--- config.mk ---
export PLATFORM = sky130hd
export DESIGN_NAME = pnc_spike_dispatcher_flat
export DESIGN_NICKNAME = d
export VERILOG_FILES = /design/src/rtl/pnc_spike_if.sv /design/src/rtl/pnc_spike_dispatcher.sv /design/src/flat_wrapper.sv
export SDC_FILE = /design/constraint.sdc
export NUM_CORES = 1
export LEC_CHECK = 0
export ABC_AREA = 0
export CAP_MARGIN = 20
export CORE_MARGIN = 2
export CORE_UTILIZATION = 40
export DETAILED_ROUTE_END_ITERATION = 12
export GPL_TIMING_DRIVEN = 0
export PLACE_DENSITY_LB_ADDON = 0.12
export SLEW_MARGIN = 40
export SYNTH_ARGS = -nofsm -noshare
export SYNTH_HDL_FRONTEND = slang
export SYNTH_SLANG_ARGS = --single-unit
--- constraint.sdc ---
create_clock -name clk -period 4 [get_ports clk]
set_clock_uncertainty 0.05 [all_clocks]
set_input_delay 0.8 -clock clk [delete_from_list [all_inputs] [get_ports clk]]
set_output_delay 0.8 -clock clk [all_outputs]
set_load 0.02 [all_outputs]
--- src/rtl/pnc_spike_if.sv ---
// Inbound packet handshake and neuron-memory command port of the spike dispatcher.
// master: packet source / memory side; slave: dispatcher side.
interface pnc_spike_if #(
    parameter int unsigned ADDR_W  = 16,
    parameter int unsigned NADDR_W = 7
);
    logic                in_valid;
    logic                in_ready;
    logic [ADDR_W-1:0]   in_addr;
    logic                mem_valid;
    logic                mem_ready;
    logic [1:0]          mem_cmd;
    logic [NADDR_W-1:0]  mem_addr;
    logic [ADDR_W-2:0]   mem_data;

    modport master (
        output in_valid, in_addr, mem_ready,
        input  in_ready, mem_valid, mem_cmd, mem_addr, mem_data
    );

    modport slave (
        input  in_valid, in_addr, mem_ready,
        output in_ready, mem_valid, mem_cmd, mem_addr, mem_data
    );
endinterface

--- src/rtl/pnc_spike_dispatcher.sv ---
// Decodes core packets into neuron-memory commands, splits dual-address spikes,
// and closes timesteps with a per-timestep spike count.
module pnc_spike_dispatcher #(
    parameter int unsigned ADDR_W  = 16,
    parameter int unsigned NADDR_W = 7,
    parameter int unsigned CNT_W   = 16
) (
    input  logic              clk,
    input  logic              rst,
    pnc_spike_if.slave        bus,
    input  logic              ts_end,
    output logic              ts_done,
    output logic [CNT_W-1:0]  ts_spikes,
    output logic [CNT_W-1:0]  null_cnt
);
    localparam logic [1:0] CMD_NONE  = 2'b00;
    localparam logic [1:0] CMD_LOCAL = 2'b01;
    localparam logic [1:0] CMD_RICH  = 2'b10;
    localparam logic [1:0] CMD_PARAM = 2'b11;

    typedef enum logic [1:0] {IDLE, ISSUE1, ISSUE2} state_t;

    state_t              state;
    logic                ts_pending;
    logic                second_pending;
    logic [NADDR_W-1:0]  addr2_q;
    logic [CNT_W-1:0]    spike_cnt;
    logic [CNT_W-1:0]    spike_cnt_next;

    logic                accept;
    logic                is_param;
    logic                is_rich;
    logic [NADDR_W-1:0]  addr1;
    logic [NADDR_W-1:0]  addr2;
    logic                spike_hs;

    assign bus.in_ready = (state == IDLE) && !ts_pending && !rst;
    assign accept       = bus.in_valid && bus.in_ready;
    assign is_param     = bus.in_addr[ADDR_W-1];
    assign is_rich      = bus.in_addr[ADDR_W-2];
    assign addr1        = bus.in_addr[NADDR_W-1:0];
    assign addr2        = bus.in_addr[2*NADDR_W-1:NADDR_W];

    // Spike handshakes counted this cycle, saturating at all-ones.
    always_comb begin
        spike_hs       = bus.mem_valid && bus.mem_ready &&
                         (bus.mem_cmd == CMD_LOCAL || bus.mem_cmd == CMD_RICH);
        spike_cnt_next = spike_cnt;
        if (spike_hs && spike_cnt != '1)
            spike_cnt_next = spike_cnt + CNT_W'(1);
    end

    always_ff @(posedge clk or posedge rst) begin
        if (rst) begin
            state          <= IDLE;
            ts_pending     <= 1'b0;
            second_pending <= 1'b0;
            addr2_q        <= '0;
            spike_cnt      <= '0;
            bus.mem_valid  <= 1'b0;
            bus.mem_cmd    <= CMD_NONE;
            bus.mem_addr   <= '0;
            bus.mem_data   <= '0;
            ts_done        <= 1'b0;
            ts_spikes      <= '0;
            null_cnt       <= '0;
        end else begin
            ts_done   <= 1'b0;
            spike_cnt <= spike_cnt_next;

            unique case (state)
                IDLE: begin
                    if (accept) begin
                        if (is_param) begin
                            bus.mem_valid <= 1'b1;
                            bus.mem_cmd   <= CMD_PARAM;
                            bus.mem_addr  <= '0;
                            bus.mem_data  <= bus.in_addr[ADDR_W-2:0];
                            state         <= ISSUE1;
                        end else if (is_rich) begin
                            bus.mem_valid <= 1'b1;
                            bus.mem_cmd   <= CMD_RICH;
                            bus.mem_addr  <= addr1;
                            bus.mem_data  <= '0;
                            state         <= ISSUE1;
                        end else if (addr1 != '0 || addr2 != '0) begin
                            // Empty first slot collapses a dual packet to one access.
                            bus.mem_valid  <= 1'b1;
                            bus.mem_cmd    <= CMD_LOCAL;
                            bus.mem_addr   <= (addr1 != '0) ? addr1 : addr2;
                            bus.mem_data   <= '0;
                            addr2_q        <= addr2;
                            second_pending <= (addr1 != '0) && (addr2 != '0);
                            state          <= ISSUE1;
                        end else if (null_cnt != '1) begin
                            null_cnt <= null_cnt + CNT_W'(1);
                        end
                    end
                end
                ISSUE1: begin
                    if (bus.mem_ready) begin
                        if (second_pending) begin
                            bus.mem_addr   <= addr2_q;
                            second_pending <= 1'b0;
                            state          <= ISSUE2;
                        end else begin
                            bus.mem_valid <= 1'b0;
                            bus.mem_cmd   <= CMD_NONE;
                            bus.mem_addr  <= '0;
                            bus.mem_data  <= '0;
                            state         <= IDLE;
                        end
                    end
                end
                ISSUE2: begin
                    if (bus.mem_ready) begin
                        bus.mem_valid <= 1'b0;
                        bus.mem_cmd   <= CMD_NONE;
                        bus.mem_addr  <= '0;
                        bus.mem_data  <= '0;
                        state         <= IDLE;
                    end
                end
                default: state <= IDLE;
            endcase

            // Boundary closes once idle; a repeated ts_end while pending is absorbed.
            if (ts_pending && state == IDLE) begin
                ts_done    <= 1'b1;
                ts_spikes  <= spike_cnt_next;
                spike_cnt  <= '0;
                ts_pending <= 1'b0;
            end else if (ts_end) begin
                ts_pending <= 1'b1;
            end
        end
    end
endmodule
--- src/flat_wrapper.sv ---
// flat-port wrapper written by rule: the top's interface ports become plain ports
module pnc_spike_dispatcher_flat 
#(
    parameter int unsigned ADDR_W  = 16,
    parameter int unsigned NADDR_W = 7,
    parameter int unsigned CNT_W   = 16
)
  (clk, rst, ts_end, ts_done, ts_spikes, null_cnt, bus_in_valid, bus_in_addr, bus_mem_ready, bus_in_ready, bus_mem_valid, bus_mem_cmd, bus_mem_addr, bus_mem_data);
  pnc_spike_if #(.ADDR_W(ADDR_W), .NADDR_W(NADDR_W)) bus_i ();
  input  logic clk;
  input  logic rst;
  input  logic ts_end;
  output logic ts_done;
  output logic [CNT_W-1:0] ts_spikes;
  output logic [CNT_W-1:0] null_cnt;
  input wire logic [$bits(bus_i.in_valid)-1:0] bus_in_valid;
  input wire logic [$bits(bus_i.in_addr)-1:0] bus_in_addr;
  input wire logic [$bits(bus_i.mem_ready)-1:0] bus_mem_ready;
  output wire logic [$bits(bus_i.in_ready)-1:0] bus_in_ready;
  output wire logic [$bits(bus_i.mem_valid)-1:0] bus_mem_valid;
  output wire logic [$bits(bus_i.mem_cmd)-1:0] bus_mem_cmd;
  output wire logic [$bits(bus_i.mem_addr)-1:0] bus_mem_addr;
  output wire logic [$bits(bus_i.mem_data)-1:0] bus_mem_data;
  assign bus_i.in_valid = bus_in_valid;
  assign bus_i.in_addr = bus_in_addr;
  assign bus_i.mem_ready = bus_mem_ready;
  assign bus_in_ready = bus_i.in_ready;
  assign bus_mem_valid = bus_i.mem_valid;
  assign bus_mem_cmd = bus_i.mem_cmd;
  assign bus_mem_addr = bus_i.mem_addr;
  assign bus_mem_data = bus_i.mem_data;
  pnc_spike_dispatcher #(.ADDR_W(ADDR_W), .NADDR_W(NADDR_W), .CNT_W(CNT_W)) u_core (.clk(clk), .rst(rst), .bus(bus_i), .ts_end(ts_end), .ts_done(ts_done), .ts_spikes(ts_spikes), .null_cnt(null_cnt));
endmodule
==> impl_metrics.json, run 1 <==
{
  "status": "finished clean",
  "die_area_mm2": 0.01102,
  "drive_above_1_share": 0.1111,
  "drv_slew": 0,
  "clk_pin_slew_ns": 0.08,
  "synth_warnings": 0,
  "portBuffers": 79,
  "grt_pass1_vias": 3187,
  "finalHoldViolations": 0,
  "final_util": 0.5367,
  "final_nets": 509,
  "syn-cell-area_mm2": 0.004079,
  "antenna_found_initial": 0,
  "synth_nets": 418,
  "arrival_ns": 2.24,
  "seq_area_mm2": 0.002127,
  "route.detailed.drc": 0,
  "fillers": 943,
  "grt.total_usage": 0.1745,
  "grt_setup_unrepaired": "false",
  "initial_core_util": 0.4154,
  "grt_pass1_wl_um": 15580,
  "postPlaceCellArea_mm2": 0.005069,
  "multi_input_area_mm2": 0.001864,
  "clock.fmax_mhz": 323.5,
  "power_density_mw_per_mm2": 557.7,
  "cts_tree": "built",
  "cts_resized": 0,
  "critPathMaxFanout": 3,
  "worstPathRequired_ns": 3.15,
  "layout.cells.non_filler": 619,
  "ios": 80,
  "rows": 36,
  "synth-seq-area-share": 0.5215,
  "end_kind": "primary output",
  "vias": 3176,
  "postLayoutCellArea_mm2": 0.005270,
  "first_iter_violations": 123,
  "cts_buffers": 9,
  "area_delta_synth_final_pct": 29.20,
  "dominantRegCellSynth": "dfrtp_1",
  "ant_nets": 0,
  "syn_area_per_cell_um2": 10.46,
  "cts_root_buffer": "clkbuf_8",
  "fp.dieW_um": 105.0,
  "ir_drop_uv": 273.5,
  "post-cts-setup-buffers": 0,
  "hpwl_um": 6923,
  "wirelength_um": 9271,
  "place_congestion": 0.7941,
  "gr-total-overflow": 0,
  "relSlewSlack": 0.5227,
  "maxCapViolCount": 0,
  "drt_pre_antenna_iters": 5,
  "die_h_um": 105.0,
  "cts_hold_buf": 0,
  "grt_max_degree": 51,
  "path_class": "in -> out",
  "period_needed_ns": 3.091,
  "clk_latency_ns": 0.35,
  "synth_cell_types": 49,
  "viasPerCell": 5.131,
  "wl_per_cell_um": 14.98,
  "worst_slew_pin_slew_ns": 0.7100,
  "place_inst": 603,
  "hp-class": "reg -> reg",
  "synth-edff-count": 0,
  "syn_inst": 390,
  "clockBufferDepth": 2,
  "async_reset_ff_frac": 1.000,
  "p_leak_uw": 0.002248,
  "finalSetupViolCount": 0,
  "fin_crit_sh": 0.7727,
  "core_area_mm2": 0.009819,
  "start_kind": "input pin",
  "antenna_cells": 0,
  "yosys_register_bits": 85,
  "htree_num_levels": 3,
  "cts_sinks": 85
}
==> layout by cell type, fill, tap and decap left out, drive strengths merged, types with 2 or more instances in the layout <==
master	count
and3	15
nor4b	2
nor4	7
nor3b	9
nand2b	2
clkdlybuf4s50	79
a211o	7
xor2	8
dfrtp	85
clkbuf	20
nor2b	3
nand4	16
nor2	24
mux2i	2
o21ai	33
nand2	68
buf	7
a21oi	4
and4	4
inv	4
o31ai	4
mux2	18
ha	7
nand3	15
nor3	8
xnor2	18
clkinvlp	4
==> sequential cells by signal, summed over array words and instances (netlist names) <==
| register | cells |
|---|---|
| u_core.bus.mem_cmd | 2 |
| u_core.ts_spikes | 16 |
| u_core.second_pending | 1 |
| u_core.ts_done | 1 |
| u_core.ts_pending | 1 |
| u_core.bus.mem_data | 15 |
| u_core.addr2_q | 7 |
| u_core.spike_cnt | 16 |
| u_core.bus.mem_valid | 1 |
| u_core.bus.mem_addr | 7 |
| u_core.null_cnt | 16 |
| u_core.state | 2 |
==> logic make-up (layout without fill, tap and decap cells) <==
group | after synthesis | count (layout) | share of synthesized area
mux | 20 | 20 | 0.05460
simple gates | 177 | 177 | 0.2371
xor+xnor | 26 | 26 | 0.05583
buf+inv | 20 | 116 | 0.02147
fa+ha+maj | 7 | 7 | 0.02147
flops | 85 | 85 | 0.5215
compound gates | 55 | 55 | 0.08804
==> cells in the mapped netlist, types with 2 or more instances <==
master    number  area [um2]
a211o_1        6       52.55
clkbuf_1       9       33.78
xnor2_1       18       157.7
nand2b_1       2       12.51
inv_1          4       15.01
dfrtp_1       85        2127
nand4_1       15       93.84
nor2b_1        3       18.77
o21ai_2        2       17.52
mux2i_1        2       20.02
xor2_1         8       70.07
nand2_1       68       255.2
nor4_4         2       42.54
buf_2          4       20.02
ha_1           7       87.58
o21ai_0       30       150.1
nor3b_1        8       60.06
a21oi_1        4       20.02
o31ai_1        4       30.03
nor3_1         5       25.02
nor3_2         2       20.02
and3_1        15       93.84
nand3_1       15       75.07
and4_1         4       35.03
nor4_2         2       25.02
nor2_1        24       90.09
mux2_2        17       191.4
nor4b_1        2       17.52
nor4_1         3       18.77
==> metal layers <==
metal	share of wire	global-route usage	routed length, um
met1	0.49	0.2410	4580
met2	0.47	0.2764	4343
met3	0.026	0.02870	244
met4	0.011	0.06381	102
met5	0	0	0
==> stage by stage <==
step           setup WS (ns)  hold slack [ns]  setup TNS [ns]  total power (uW)
3_3_place_gp         -0.5377           0.4116          -45.51              2336
6_report              0.9091           0.4321               0              2939
5_1_grt               0.8629           0.4602               0              3146
3_5_place_dp          0.8764           0.4206               0              2360
4_1_cts               0.8749           0.4387               0              2977
2_1_floorplan         0.9565           0.4206               0              1897
==> power breakdown <==
group / leakage (uW) / switching [uW] / internal [uW]
combinational: 0.00101 / 719 / 484
clock: 0.0000878 / 304 / 306
sequential: 0.00115 / 100 / 1030
total: 0.00225 / 1120 / 1820
==> critical path, stage by stage <==
cell and delay, ns:
clkdlybuf4s50_1 0.52, nor3b_2 0.27, clkdlybuf4s50_1 0.64
==> path summary, 6_finish.rpt <==
kind	slack, ns	from	depth (start not counted)	endpoint
min in group asynchronous	0.85	rst	2	u_core.bus.mem_data[14]$_DFFE_PP0P_
worst min-delay path	0.43	u_core.ts_spikes[0]$_DFFE_PP0P_	2	u_core.ts_spikes[0]$_DFFE_PP0P_
max in group asynchronous	2.51	rst	3	u_core.addr2_q[6]$_DFFE_PP0P_
worst max-delay path	0.91	rst	3	bus_in_ready
worst min register to register	0.43	u_core.ts_spikes[0]$_DFFE_PP0P_	2	u_core.ts_spikes[0]$_DFFE_PP0P_
worst max register to register	1.64	u_core.state[0]$_DFFE_PP0P_	7	u_core.bus.mem_addr[2]$_DFFE_PP0P_
==> final cells by class <==
type	instances	share of cell area
Clock inverter	5	0.01140
Tap cell	133	0.03158
Sequential cell	85	0.4036
Inverter	5	0.004511
Timing Repair Buffer	80	0.1553
Multi-Input combinational cell	285	0.3538
Buffer	15	0.01306
Clock buffer	11	0.02683
Note: power is estimated with default switching activity, not from simulation.
==> run 2: changes to the inputs <==
- clock period: 4 -> 2.6 ns (I/O delays scaled with it)
==> run 2 against run 1 <==
Critical path depth grew 2. Sequential power grew 54%. Clock power grew 52%. Die area is the same. Non-clock buffer count grew 3. Sequential share of layout area shrank 0.54 points. Cell area grew 1.4%. Via count grew 0.19%. Wire length grew 2.3%. Worst hold slack lost 0.0014 ns. Utilization grew 0.73 points. Highest routed layer unchanged.
==> impl_metrics.json, run 2 (synthesized netlist as in run 1, its figures left out) <==
{
  "status": "finished clean",
  "wl_per_cell_um": 15.24,
  "maxCapViolCount": 0,
  "die_area_mm2": 0.01102,
  "worstPathRequired_ns": 2.03,
  "clk_latency_ns": 0.35,
  "start_kind": "flop",
  "grt_pass1_vias": 3246,
  "end_kind": "primary output",
  "grt_pass1_wl_um": 16110,
  "power_uw": 4539,
  "clockBufferDepth": 2,
  "drt_pre_antenna_iters": 4,
  "hold_slack_ns": 0.4307,
  "fillers": 934,
  "cts_tree": "built",
  "place_inst": 606,
  "core_area_mm2": 0.009819,
  "portBuffers": 79,
  "clk_pin_slew_ns": 0.08,
  "grt_setup_unrepaired": "false",
  "worst_slew_pin_slew_ns": 0.6728,
  "top_regs": "u_core.null_cnt (16), u_core.spike_cnt (16), u_core.ts_spikes (16)",
  "first_iter_violations": 103,
  "rows": 36,
  "cts_resized": 1,
  "fp.dieW_um": 105.0,
  "post-cts-setup-buffers": 0,
  "final_nets": 512,
  "postPlaceCellArea_mm2": 0.005150,
  "drive_above_1_share": 0.1145,
  "cp_slowest_stage_delay_ns": 0.40,
  "antenna_found_initial": 0,
  "finalSetupViolCount": 0,
  "layout.cells.non_filler": 622,
  "mostFrequentLayoutCells": "85 x dfrtp_1, 78 x clkdlybuf4s50_1, 68 x nand2_1",
  "p_leak_uw": 0.002294,
  "clock.fmax_mhz": 414.8,
  "critPathBufInv": 3,
  "ios": 80,
  "hp-class": "reg -> reg",
  "multi_input_area_mm2": 0.001864,
  "area_delta_synth_final_pct": 30.95,
  "ir_drop_uv": 413.0,
  "drv_slew": 0,
  "place_congestion": 0.7913,
  "critPathMaxFanout": 9,
  "wirelength_um": 9481,
  "period_needed_ns": 2.411,
  "postLayoutCellArea_mm2": 0.005341,
  "route.detailed.drc": 0,
  "die_h_um": 105.0,
  "path_class": "reg -> out",
  "cts_buffers": 9,
  "relSlewSlack": 0.5477,
  "cp_cell_sequence": "inv_1 > ha_1 > buf_2 > nor3b_2 > dlygate4sd2_1",
  "grt.total_usage": 0.1813,
  "gr-total-overflow": 0,
  "hpwl_um": 7142,
  "cts_hold_buf": 0,
  "viasPerCell": 5.116,
  "cts_sinks": 85,
  "cts_root_buffer": "clkbuf_8",
  "power_density_mw_per_mm2": 849.8,
  "htree_num_levels": 3,
  "seq_area_mm2": 0.002127,
  "grt_max_degree": 23,
  "crit_family": "buffers and inverters",
  "finalHoldViolations": 0,
  "ant_nets": 0,
  "cpMaxStageDelayCell": "dfrtp_1",
  "fin_crit_sh": 0.9272,
  "initial_core_util": 0.4154,
  "vias": 3182,
  "arrival_ns": 1.84,
  "antenna_cells": 0,
  "mostFrequentLayoutCell": "dfrtp_1"
}
[run 2: cell types whose count changed in the layout (fill, tap and decap cells not counted)]
cell,change
clkinvlp_4,-2
clkdlybuf4s50_1,-1
clkbuf_1,+1
buf_16,+3
clkinv_2,+2
inv_6,-1
dlygate4sd2_1,+1
[run 2: area by class of cell]
| cell class | count | share of cell area |
|---|---|---|
| clock inverters | 4 | 0.008901 |
| flip-flops and latches | 85 | 0.3982 |
| clock buffers | 12 | 0.02717 |
| repair buffers | 83 | 0.1684 |
| multi-input cells | 285 | 0.3490 |
| inverters | 5 | 0.004216 |
| well taps | 133 | 0.03115 |
| plain buffers | 15 | 0.01288 |
[run 2: final timing paths]
check                                                    from                                 end  slack, ns  cells past startpoint
setup / recovery                  u_core.state[0]$_DFFE_PP0P_                        bus_in_ready       0.19                      5
hold / removal             u_core.bus.mem_data[1]$_DFFE_PP0P_  u_core.bus.mem_data[1]$_DFFE_PP0P_       0.43                      2
setup reg to reg                  u_core.state[0]$_DFFE_PP0P_  u_core.bus.mem_addr[2]$_DFFE_PP0P_       0.26                      7
hold reg to reg            u_core.bus.mem_data[1]$_DFFE_PP0P_  u_core.bus.mem_data[1]$_DFFE_PP0P_       0.43                      2
max in group asynchronous                                 rst       u_core.addr2_q[3]$_DFFE_PP0P_       1.30                      4
min in group asynchronous                                 rst       u_core.spike_cnt[2]$_DFF_PP0_       0.58                      2
[run 2: worst reg2reg max path, cell delays in order, from the launching register on]
cell and delay, ns:
dfrtp_1 0.38, inv_1 0.10, ha_1 0.33, clkbuf_1 0.30, clkbuf_1 0.43, nor3b_1 0.11, a211o_2 0.28, mux2_2 0.26
[run 2: per-layer routing]
| metal | global-route usage | vias up | wire length (um) |
|---|---|---|---|
| met4 | 0.07143 | 0 | 159 |
| li1 | - | 1560 | - |
| met5 | 0 | - | 0 |
| met2 | 0.2815 | 72 | 4425 |
| met3 | 0.02994 | 12 | 366 |
| met1 | 0.2532 | 1538 | 4529 |
[run 2: per-stage QoR]
step	util	setup WS, ns	TNS (ns)
2_1_floorplan	-	0.3267	0
3_3_place_gp	0.5133	-0.09006	-1.359
3_5_place_dp	0.5245	-0.1300	-2.169
4_1_cts	0.5440	0.1425	0
5_1_grt	0.5440	0.02639	0
6_report	0.5440	0.1892	0
[run 2: power by group]
part,total [uW],switching (uW),internal [uW]
registers,1740,157,1580
clock network,925,457,468
logic,1880,1120,754
total,4540,1740,2800
==> run 3: changes to the inputs <==
- ABC_AREA: 0 -> 1
==> run 3 against run 2 <==
Synthesized cell count is 62% higher. First-iteration DRC count is 72% higher. Setup slack worse by 0.0081 ns. Register-to-register slack better by 0.26 ns. Via count is 35% higher. Critical path depth is 6 higher. Worst hold slack worse by 0.0032 ns. Fmax is 0.33% lower. Combinational power is 3% higher. Largest power group unchanged. Highest routed layer unchanged. Non-clock buffer count is 7 higher. Critical path type is now in -> reg. Synthesized area is 14% higher.
==> impl_metrics.json, run 3 <==
{
  "async_reset_ff_frac": 1.000,
  "grt_pass1_vias": 4247,
  "reg2reg_depth": 7,
  "power_uw": 4870,
  "portBuffers": 79,
  "core_area_mm2": 0.01137,
  "drt_pre_antenna_iters": 4,
  "syn_area_per_cell_um2": 7.364,
  "grt_pass1_wl_um": 20150,
  "r2r-start": "u_core.state[1]$_DFFE_PP0P_",
  "drv_slew": 0,
  "htree_num_levels": 3,
  "critPathBufInv": 5,
  "clk_latency_ns": 0.34,
  "fp.dieW_um": 111.7,
  "yosys.area.top_type": "dfrtp_1",
  "fin_setup_tns_ns": 0,
  "grt_setup_unrepaired": "false",
  "cp_slowest_stage_delay_ns": 0.48,
  "drive_above_1_share": 0.06986,
  "route.detailed.drc": 0,
  "cts_hold_buf": 0,
  "end_kind": "flop",
  "yosysMostFrequentCell": "nand2_1",
  "rows": 39,
  "cts_buffers": 9,
  "reg2reg_slack_ns": 0.52,
  "place_congestion": 0.9043,
  "cts_tree": "built",
  "reg2reg_to": "u_core.bus.mem_data[5]$_DFFE_PP0P_",
  "fillers": 1108,
  "critPathMaxFanout": 17,
  "grt.total_usage": 0.1980,
  "die_area_mm2": 0.01248,
  "hp-class": "reg -> reg",
  "antenna_cells": 0,
  "cts_root_buffer": "clkbuf_16",
  "cpMaxStageDelayCell": "clkdlybuf4s50_1",
  "synth_nets": 658,
  "clk_pin_slew_ns": 0.06,
  "start_kind": "input pin",
  "p_leak_uw": 0.002947,
  "fin_ws_ns": 0.1811,
  "path_class": "in -> reg",
  "die_h_um": 111.7,
  "hpwl_um": 8842,
  "antenna_found_initial": 0,
  "viasPerCell": 4.910,
  "worst_slew_pin_slew_ns": 0.5170,
  "yosys_register_bits": 85,
  "synthTopCellsByArea": "dfrtp_1 46%, nand2_1 22%, nand3_1 4.3%",
  "worstPathRequired_ns": 2.83,
  "grt_max_degree": 23,
  "cts_resized": 1,
  "crit_family": "buffers and inverters",
  "cp_cell_sequence": "clkdlybuf4s50_1 > clkinvlp_4 > buf_16 > buf_16 > nand3_2 > nand2_1 > nand3_1 > nor2_2 > buf_2 > nand4_1 > nand2_1",
  "min_to": "u_core.bus.mem_addr[0]$_DFFE_PP0P_",
  "gr-total-overflow": 0,
  "status": "finished clean",
  "wl_per_cell_um": 13.30,
  "post-place-ws_ns": -0.2046,
  "clock.fmax_mhz": 413.4,
  "maxCapViolCount": 0,
  "finalSetupViolCount": 0,
  "synth-seq-area-share": 0.4585,
  "top_regs": "u_core.null_cnt (16), u_core.spike_cnt (16), u_core.ts_spikes (16)",
  "period_needed_ns": 2.419,
  "dominantRegCellSynth": "dfrtp_1",
  "clockBufferDepth": 2,
  "synth-edff-count": 0,
  "final_nets": 753,
  "initial_core_util": 0.4081,
  "fin_crit_sh": 0.9304,
  "postPlaceCellArea_mm2": 0.005769,
  "cts_sinks": 85,
  "finalHoldViolations": 0,
  "syn-cell-area_mm2": 0.004639,
  "vias": 4286,
  "final_util": 0.5322,
  "arrival_ns": 2.65,
  "area_delta_synth_final_pct": 30.42,
  "syn_inst": 630,
  "power_density_mw_per_mm2": 804.9,
  "postLayoutCellArea_mm2": 0.006051,
  "ant_nets": 0,
  "ir_drop_uv": 485.4,
  "first_iter_violations": 177,
  "synth_commonest_cells": "267 x nand2_1, 85 x dfrtp_1, 49 x nor2_1",
  "relSlewSlack": 0.6553,
  "mostFrequentLayoutCell": "nand2_1",
  "post-cts-setup-buffers": 0,
  "hold_path.startpoint": "u_core.bus.mem_addr[0]$_DFFE_PP0P_",
  "ios": 80,
  "hold_depth": 2,
  "synth_cell_types": 29,
  "synth.top_cell.area_share": 0.4585,
  "synth_warnings": 0,
  "wirelength_um": 11610,
  "mostFrequentLayoutCells": "267 x nand2_1, 85 x dfrtp_1, 78 x clkdlybuf4s50_1"
}
## run 3: through the flow
step | instances | hold WS (ns)
2_1_floorplan | 630 | 0.4034
3_3_place_gp | 852 | 0.4091
3_5_place_dp | 857 | 0.4121
4_1_cts | 873 | 0.4322
5_1_grt | 873 | 0.4572
6_report | 873 | 0.4276
## run 3: where the power goes
group | switching [uW] | internal, uW
logic | 1250 | 690
registers | 143 | 1540
clock network | 560 | 681
total | 1950 | 2920
## run 3: area by class of cell
class	count	area, um2	area share
Inverter	47	180.2	0.02978
Clock buffer	10	239.0	0.03950
Timing Repair Buffer	84	914.6	0.1512
Clock inverter	6	43.79	0.007237
Tap cell	143	178.9	0.02957
Buffer	21	120.1	0.01985
Multi-Input combinational cell	477	2247	0.3714
Sequential cell	85	2127	0.3515
## run 3: worst max-delay path by stage
stage / start / to / slack [ns] / cells after the start
floorplan: rst / u_core.bus.mem_cmd[0]$_DFFE_PP0P_ / -0.14 / 9
global placement: rst / u_core.bus.mem_data[8]$_DFFE_PP0P_ / -1.47 / 9
detailed placement: rst / u_core.bus.mem_data[5]$_DFFE_PP0P_ / -0.20 / 11
CTS: rst / u_core.bus.mem_data[5]$_DFFE_PP0P_ / 0.15 / 11
global route: rst / u_core.bus.mem_data[4]$_DFFE_PP0P_ / 0.02 / 12
finish: rst / u_core.bus.mem_data[5]$_DFFE_PP0P_ / 0.18 / 11
## run 3: metal layers
metal  vias to the layer above  GRT usage  part of all wire  wire (um)
met5                         -          0                 0          0
met4                         0    0.06831             0.012        138
li1                       2201          -                 -          -
met1                      1973     0.2637              0.48       5529
met3                         9    0.04464             0.048        560
met2                       103     0.3200              0.46       5379
## run 3: worst min-delay path, stage by stage, from the launching register on
cell and delay [ns]:
dfrtp_1 0.35, nand2_1 0.05, nand2_1 0.05
## run 3: logic make-up after synthesis
logic type,count (synthesis),share of synthesized area
xor+xnor,20,0.03776
compound gates,38,0.04234
fa+ha+maj,7,0.01888
simple gates,412,0.3808
buf+inv,68,0.06176
flops,85,0.4585
